--- src/rtl/multiplier_pkg.sv ---
// Shared constants and FSM state type for the Kyber coefficient multiplier.
package multiplier_pkg;

  localparam int unsigned DATA_LENGTH   = 32;
  localparam int unsigned KYBER_COEFF_W = 12;
  localparam int unsigned KYBER_PROD_W  = 24;
  localparam int unsigned CNT_W         = 4;

  typedef enum logic [1:0] {
    ST_IDLE = 2'd0,
    ST_CALC = 2'd1,
    ST_DONE = 2'd2
  } mult_state_e;

endpackage

--- src/rtl/kyber_shiftadd_mult.sv ---
// Sequential 12x12 shift-add multiplier, b processed MSB-first, one bit per cycle.
// Result feeds the x_i input of the downstream reduction stage.
module kyber_shiftadd_mult
  import multiplier_pkg::*;
(
  input  logic                   clk_i,
  input  logic                   rst_i,
  input  logic                   in_valid_i,
  output logic                   in_ready_o,
  input  logic [DATA_LENGTH-1:0] a_i,
  input  logic [DATA_LENGTH-1:0] b_i,
  output logic                   out_valid_o,
  input  logic                   out_ready_i,
  output logic [DATA_LENGTH-1:0] result_o
);

  localparam logic [CNT_W-1:0] CNT_LAST = CNT_W'(KYBER_COEFF_W - 1);

  mult_state_e               state;
  logic [KYBER_COEFF_W-1:0]  a_q;
  logic [KYBER_COEFF_W-1:0]  b_q;
  logic [KYBER_PROD_W-1:0]   acc;
  logic [CNT_W-1:0]          cnt;
  logic [KYBER_PROD_W-1:0]   acc_nxt_c;
  logic                      b_bit_c;

  // One shift-add step; cnt counts up so CNT_LAST - cnt walks b from MSB to LSB.
  always_comb begin
    b_bit_c   = b_q[CNT_LAST - cnt];
    acc_nxt_c = (acc << 1) + (b_bit_c ? KYBER_PROD_W'(a_q) : '0);
  end

  always_ff @(posedge clk_i or posedge rst_i) begin
    if (rst_i) begin
      state       <= ST_IDLE;
      in_ready_o  <= 1'b1;
      out_valid_o <= 1'b0;
      result_o    <= '0;
      a_q         <= '0;
      b_q         <= '0;
      acc         <= '0;
      cnt         <= '0;
    end else begin
      case (state)
        ST_IDLE: begin
          if (in_valid_i) begin
            a_q        <= a_i[KYBER_COEFF_W-1:0];
            b_q        <= b_i[KYBER_COEFF_W-1:0];
            acc        <= '0;
            cnt        <= '0;
            in_ready_o <= 1'b0;
            state      <= ST_CALC;
          end
        end
        ST_CALC: begin
          acc <= acc_nxt_c;
          cnt <= cnt + CNT_W'(1);
          if (cnt == CNT_LAST) begin
            result_o    <= DATA_LENGTH'(acc_nxt_c);
            out_valid_o <= 1'b1;
            state       <= ST_DONE;
          end
        end
        ST_DONE: begin
          if (out_ready_i) begin
            out_valid_o <= 1'b0;
            in_ready_o  <= 1'b1;
            state       <= ST_IDLE;
          end
        end
        default: begin
          out_valid_o <= 1'b0;
          in_ready_o  <= 1'b1;
          state       <= ST_IDLE;
        end
      endcase
    end
  end

endmodule

--- config.mk ---
export PLATFORM = sky130hd
export DESIGN_NAME = kyber_shiftadd_mult
export DESIGN_NICKNAME = d
export VERILOG_FILES = /design/src/rtl/multiplier_pkg.sv /design/src/rtl/kyber_shiftadd_mult.sv
export SDC_FILE = /design/constraint.sdc
export NUM_CORES = 1
export LEC_CHECK = 0
export BUFFER_PORTS_ARGS = -buffer_cell sky130_fd_sc_hd__buf_4
export CAP_MARGIN = 20
export CELL_PAD_IN_SITES_DETAIL_PLACEMENT = 0
export CELL_PAD_IN_SITES_GLOBAL_PLACEMENT = 2
export CORE_MARGIN = 4
export CORE_UTILIZATION = 32
export CTS_CLUSTER_DIAMETER = 120
export DETAILED_ROUTE_END_ITERATION = 10
export PLACE_DENSITY_LB_ADDON = 0.1
export SYNTH_ARGS = -nofsm -noshare
export SYNTH_HDL_FRONTEND = slang
export SYNTH_SLANG_ARGS = --single-unit
export TNS_END_PERCENT = 5
--- constraint.sdc ---
create_clock -name clk_i -period 4.55 [get_ports clk_i]
set_clock_uncertainty 0.2 [all_clocks]
set_input_delay 0.2275 -clock clk_i [delete_from_list [all_inputs] [get_ports clk_i]]
set_output_delay 0.2275 -clock clk_i [all_outputs]
set_load 0.02 [all_outputs]
# Yosys cells after proc, flatten, opt, wreduce, memory -nomap -nowiden
# Cells that the tools add are included.
# word_totals
output_inout_bits,34
romBits,0
latchBits,0
mem_bits_rw,0
word_cells,45
regBits,79
n_memories,0
# classes
multipliers,0
reduce_logical,8
n_eq_ne,6
add_sub_neg,3
n_bitwise,2
n_div,0
n_mux,17
order_cmp,1
shifts,0
# ops
op,n
$pmux 23 s2,1
$add 24x12->24,1
$mux 23,1
$mux 12,1
$reduce_and 3->1,3
$pmux 4 s2,1
$mux 2,3
$ne 2x2->1 const B,3
$pmux 1 s3,2
$pmux 2 s3,1
$reduce_and 2->1,3
$lt 4x5->1 const B,1
$mux 1,5
$add 4x1->4 const B,1
$bmux 1 s4,1
$eq 4x4->1 const B,1
$mux 4,1
$sub 4x4->4 const A,1
$eq 2x1->1 const B,1
$eq 2x2->1 const B,1
$logic_not 2->1,1
$not 1->1,2
$reduce_bool 2->1,1

# Longest topological paths before layout
# logic_depth
ltp_word,6
mapped_depth,17
depth_no_buf,14

# Worst setup path after synthesis
# No wires, ideal clock.
# synth_path
path_kind,reg-to-reg
from,reg cnt[0]
to,reg result_o[19]
setup_ns,0.069
stages_incl_launch_ff,17
path_slack_ns,0.782
arrival_ns,3.499
cell_sequence,dfrtp_1 > clkbuf_1 > mux4_2 > mux2i_1 > o21ai_1 > clkbuf_1 > and2_1 > ha_1 > inv_1 > fa_1 > and2b_1 > o31a_2 > o21ai_1 > o221a_2 > buf_6 > or4_2 > nand3_1
# synth_via
elab_chain_len,5
# synth_lines
element,line_no,text
"start, declared",kyber_shiftadd_mult.sv:23,logic [CNT_W-1:0] cnt;
"start signal, assigned",kyber_shiftadd_mult.sv:57,cnt <= cnt + CNT_W'(1);
$sub 4x4->4,kyber_shiftadd_mult.sv:29,b_bit_c = b_q[CNT_LAST - cnt];
$bmux 1 s4,kyber_shiftadd_mult.sv:29,
$mux 1 (not written as such),kyber_shiftadd_mult.sv:29,
$mux 12,kyber_shiftadd_mult.sv:30,acc_nxt_c = (acc << 1) + (b_bit_c ? KYBER_PROD_W'(a_q) : '0);
$add 24x12->24,kyber_shiftadd_mult.sv:30,
"end signal, assigned",kyber_shiftadd_mult.sv:59,result_o <= DATA_LENGTH'(acc_nxt_c);
"end, declared",kyber_shiftadd_mult.sv:14,output logic [DATA_LENGTH-1:0] result_o
# Several ways; a longest one is shown, not always the timed one. The select of a mux whose other input is x is not followed.
# A chain may end at the register's enable or synchronous reset.

# Worst setup path after layout
# layout_path
from,reg cnt[0]
to,reg acc[19]
# layout_via
elab_chain_len,6
# layout_lines
element,line_no,text
$sub 4x4->4,kyber_shiftadd_mult.sv:29,
$bmux 1 s4,kyber_shiftadd_mult.sv:29,
$mux 1 (not written as such),kyber_shiftadd_mult.sv:29,
$mux 12,kyber_shiftadd_mult.sv:30,
$add 24x12->24,kyber_shiftadd_mult.sv:30,
$pmux 23 s2,kyber_shiftadd_mult.sv:44,case (state)
"end signal, assigned",kyber_shiftadd_mult.sv:56,acc <= acc_nxt_c;
"end, declared",kyber_shiftadd_mult.sv:22,logic [KYBER_PROD_W-1:0] acc;
# Every way passes these cells. The select of a mux whose other input is x is not followed.

==> impl_metrics.toml <==
[die]
rows = 41
dieHeight_um = 122
initial_core_util = 0.329
design.die.area_sq_um = 15000
fp.dieW_um = 122
ioPinCount = 102
coreArea_sq_um = 12700

[place]
place.gp.congestion = 0.779
placed_cell_area_sq_um = 4700
io_buffers = 53
hpwl_um = 6830

[sta]
finalSetupViolCount = 0
fin_crit_ps = 3900
rsz0062_at_grt = "no"
drv_slew = 0
relSlewSlack = 0.397
hold_viol = 0
holdWs_ps = 19.6
totalNegativeSetupSlack_ps = 0
fmaxAchievable_mhz = 256
finalCritPeriodShare = 0.857
worst_pin_slew_ps = 904

[critical_path]
critPathTopFamily = "compound AO/OA/AOI/OAI gates"
start_kind = "register"
critical_path_class = "register to register"
worstPathMaxFanout = 22
crit_top_cell = "o21ai_1"
reg2regPathDepth = 12
rr_startpoint = "cnt[0]"
max_stage_delay_ps = 650
critPathSlowestCell = "or4_2"
cp_num_buf_inv = 1
endpoint_kind = "register"
crit_arrival_ps = 3930
cp.required_ps = 4580
r2r_setup_slack_ps = 650
crit_chain = "mux4_2, mux2i_1, o21ai_1, buf_4, and2_1, ha_1, o21ai_1, a21oi_1, nand2_1, o221a_2, or4_2, o311ai_1"
r2r_end = "acc[19]"

[yosys]
ys_types = 50
syn_area_per_cell_sq_um = 8.92
yosysSeqAreaShare = 0.473
yosysWarnings = 0
synthCells = 469
synth_flop_cell = "dfrtp_1"
synth_edf_count = 0
ys_ff_latch = 79
async_flop_share = 1.00
netlist_area_sq_um = 4180

[global_route]
grt_pass1_wl_um = 17100
antenna_found_initial = 0
overflow = 0
groute.usage.overall = 0.145
grt_pass1_vias = 3371
grt_max_degree = 51

[detailed_routing]
ant_nets = 0
via_per_inst = 4.76
drt-initial-drc-count = 158
route.detailed.wl_per_inst_um = 14.2
dr.pass1.iters = 4
vias = 3413
drc = 0
finalWirelength_um = 10100

[clock_network]
cts_resized = 0
cts_sinks = 79
clk_path_buf_depth = 2
path_clk_slew_ps = 60
numCtsBuffers = 9
clkLatencyLatePin_ps = 330
htree_levels = 3
cts_tree = "done"
cts_root_buf = "clkbuf_16"
postCtsSetupBuffers = 0

[finish]
layout_common_cells = "nand2_1, dfrtp_1, buf_4, nand3_1, o21ai_0"
diodes = 0
nets = 622
syn_to_final_growth_pct = 26.6
mostFrequentLayoutCell = "nand2_1"
drive_above_1_share = 0.174
fin_util = 0.416
design_area_sq_um = 5290

[pwr]
leakage_nw = 2.45
internal_power_mw = 2.18
p_switching_mw = 1.47
vdd_ir_drop_max_mv = 0.210
power_density_nw_per_um2 = 689
power_switching_share = 0.403
p_comb_frac = 0.443
seq_power_share = 0.342
clkPwrFrac = 0.215

[hold_path]
hold_end = "in_ready_o"
hold_path.startpoint = "in_valid_i"
hold_path_class = "input port to register"
hold_depth = 3

[outcome]
status = "finished clean"

[job]
drv_cap = 0
## power by group through the flow
stage          Combinational [mW]  Clock [mW]  Sequential (mW)
6_report                     1.62       0.784             1.25
5_1_grt                      1.85       0.832             1.29
4_1_cts                      1.65       0.810             1.25
3_5_place_dp                 1.62           0             1.27
3_3_place_gp                 1.61           0             1.25
2_1_floorplan                1.10           0             1.30
## worst max path at each step
stage / endpoint / startpoint / cells past startpoint / slack (ps)
2_1_floorplan: result_o[19] / cnt[0] / 16 / 780
3_3_place_gp: acc[12] / cnt[0] / 12 / 630
3_5_place_dp: acc[19] / cnt[0] / 12 / 660
4_1_cts: acc[19] / cnt[0] / 12 / 630
5_1_grt: acc[12] / cnt[0] / 12 / 330
6_report: acc[19] / cnt[0] / 12 / 650
## timing repair
| action | 4_1_cts | 5_1_grt |
|---|---|---|
| endpoints found under the hold margin | 74 | 0 |
| hold buffers | 26 | 0 |
| endpoints found under the setup margin | 0 | 0 |
## sequential cells by signal (all words and copies together), names as in the netlist
register and count:
in_ready_o 1, result_o 24, cnt 4, acc 23, out_valid_o 1, state 2
a_q 12, b_q 12
## layer usage
metal  global-route usage  routed length (um)
met1                0.194                4960
met5                    0                   0
met4               0.0490                  91
met2                0.236                4790
met3               0.0286                 305
## metrics by stage
| stage | power [mW] | instances | setup slack [ps] |
|---|---|---|---|
| 2_1_floorplan | 2.39 | 476 | 782 |
| 3_3_place_gp | 2.86 | 674 | 631 |
| 3_5_place_dp | 2.88 | 674 | 664 |
| 4_1_cts | 3.71 | 716 | 631 |
| 5_1_grt | 3.97 | 717 | 325 |
| 6_report | 3.65 | 717 | 649 |
## logic make-up (layout without fill, tap and decap cells)
family / Yosys count / in the layout / share of synthesized area
AND/OR/NAND/NOR: 222 / 222 / 0.249
AO/OA/AOI/OAI: 83 / 83 / 0.124
flip-flops: 79 / 79 / 0.473
buffers and inverters: 51 / 120 / 0.0589
adder cells (fa/ha/maj): 14 / 14 / 0.0437
XOR/XNOR: 14 / 14 / 0.0293
multiplexers: 5 / 5 / 0.0209
other: 1 / 8 / 0.000897
## final cells by class
cell class,instances,area [sq um]
multi-input cells,346,1990
inverters,16,61.3
repair buffers,88,726
clock inverters,5,81.3
well taps,172,215
clock buffers,11,243
flip-flops and latches,79,1980
fillers,1340,7430
## synth_stat cells (2+ instances only)
| master | number | area [sq um] |
|---|---|---|
| or4_1 | 11 | 82.6 |
| o211ai_1 | 12 | 90.1 |
| nand2_1 | 125 | 469 |
| o311ai_1 | 2 | 17.5 |
| buf_2 | 2 | 10.0 |
| o21ai_0 | 37 | 185 |
| mux2i_1 | 2 | 20.0 |
| a31oi_1 | 4 | 25.0 |
| o22a_1 | 2 | 17.5 |
| ha_1 | 13 | 163 |
| nand3_1 | 39 | 195 |
| dfrtp_1 | 78 | 1950 |
| nor2b_1 | 2 | 12.5 |
| nor3_1 | 2 | 10.0 |
| xor2_1 | 5 | 43.8 |
| buf_1 | 3 | 11.3 |
| clkbuf_1 | 18 | 67.6 |
| a311oi_1 | 3 | 26.3 |
| mux4_2 | 3 | 67.6 |
| buf_6 | 2 | 22.5 |
| nand3b_1 | 2 | 15.0 |
| o21ai_1 | 4 | 20.0 |
| o21a_1 | 2 | 15.0 |
| buf_4 | 10 | 75.1 |
| nand2b_1 | 2 | 12.5 |
| and2_1 | 11 | 68.8 |
| a21oi_1 | 9 | 45.0 |
| inv_1 | 16 | 60.1 |
| nor2_1 | 15 | 56.3 |
| or4_2 | 4 | 35.0 |
| o31ai_1 | 2 | 15.0 |
| xnor2_1 | 9 | 78.8 |
## worst register-to-register path: stages (launching register included)
cell and delay [ps]:
dfrtp_1 530, mux4_2 560, mux2i_1 150, o21ai_1 110
buf_4 180, and2_1 160, ha_1 380, o21ai_1 100
a21oi_1 210, nand2_1 80, o221a_2 400, or4_2 650
o311ai_1 100
Power figures use the tool's default switching activity.
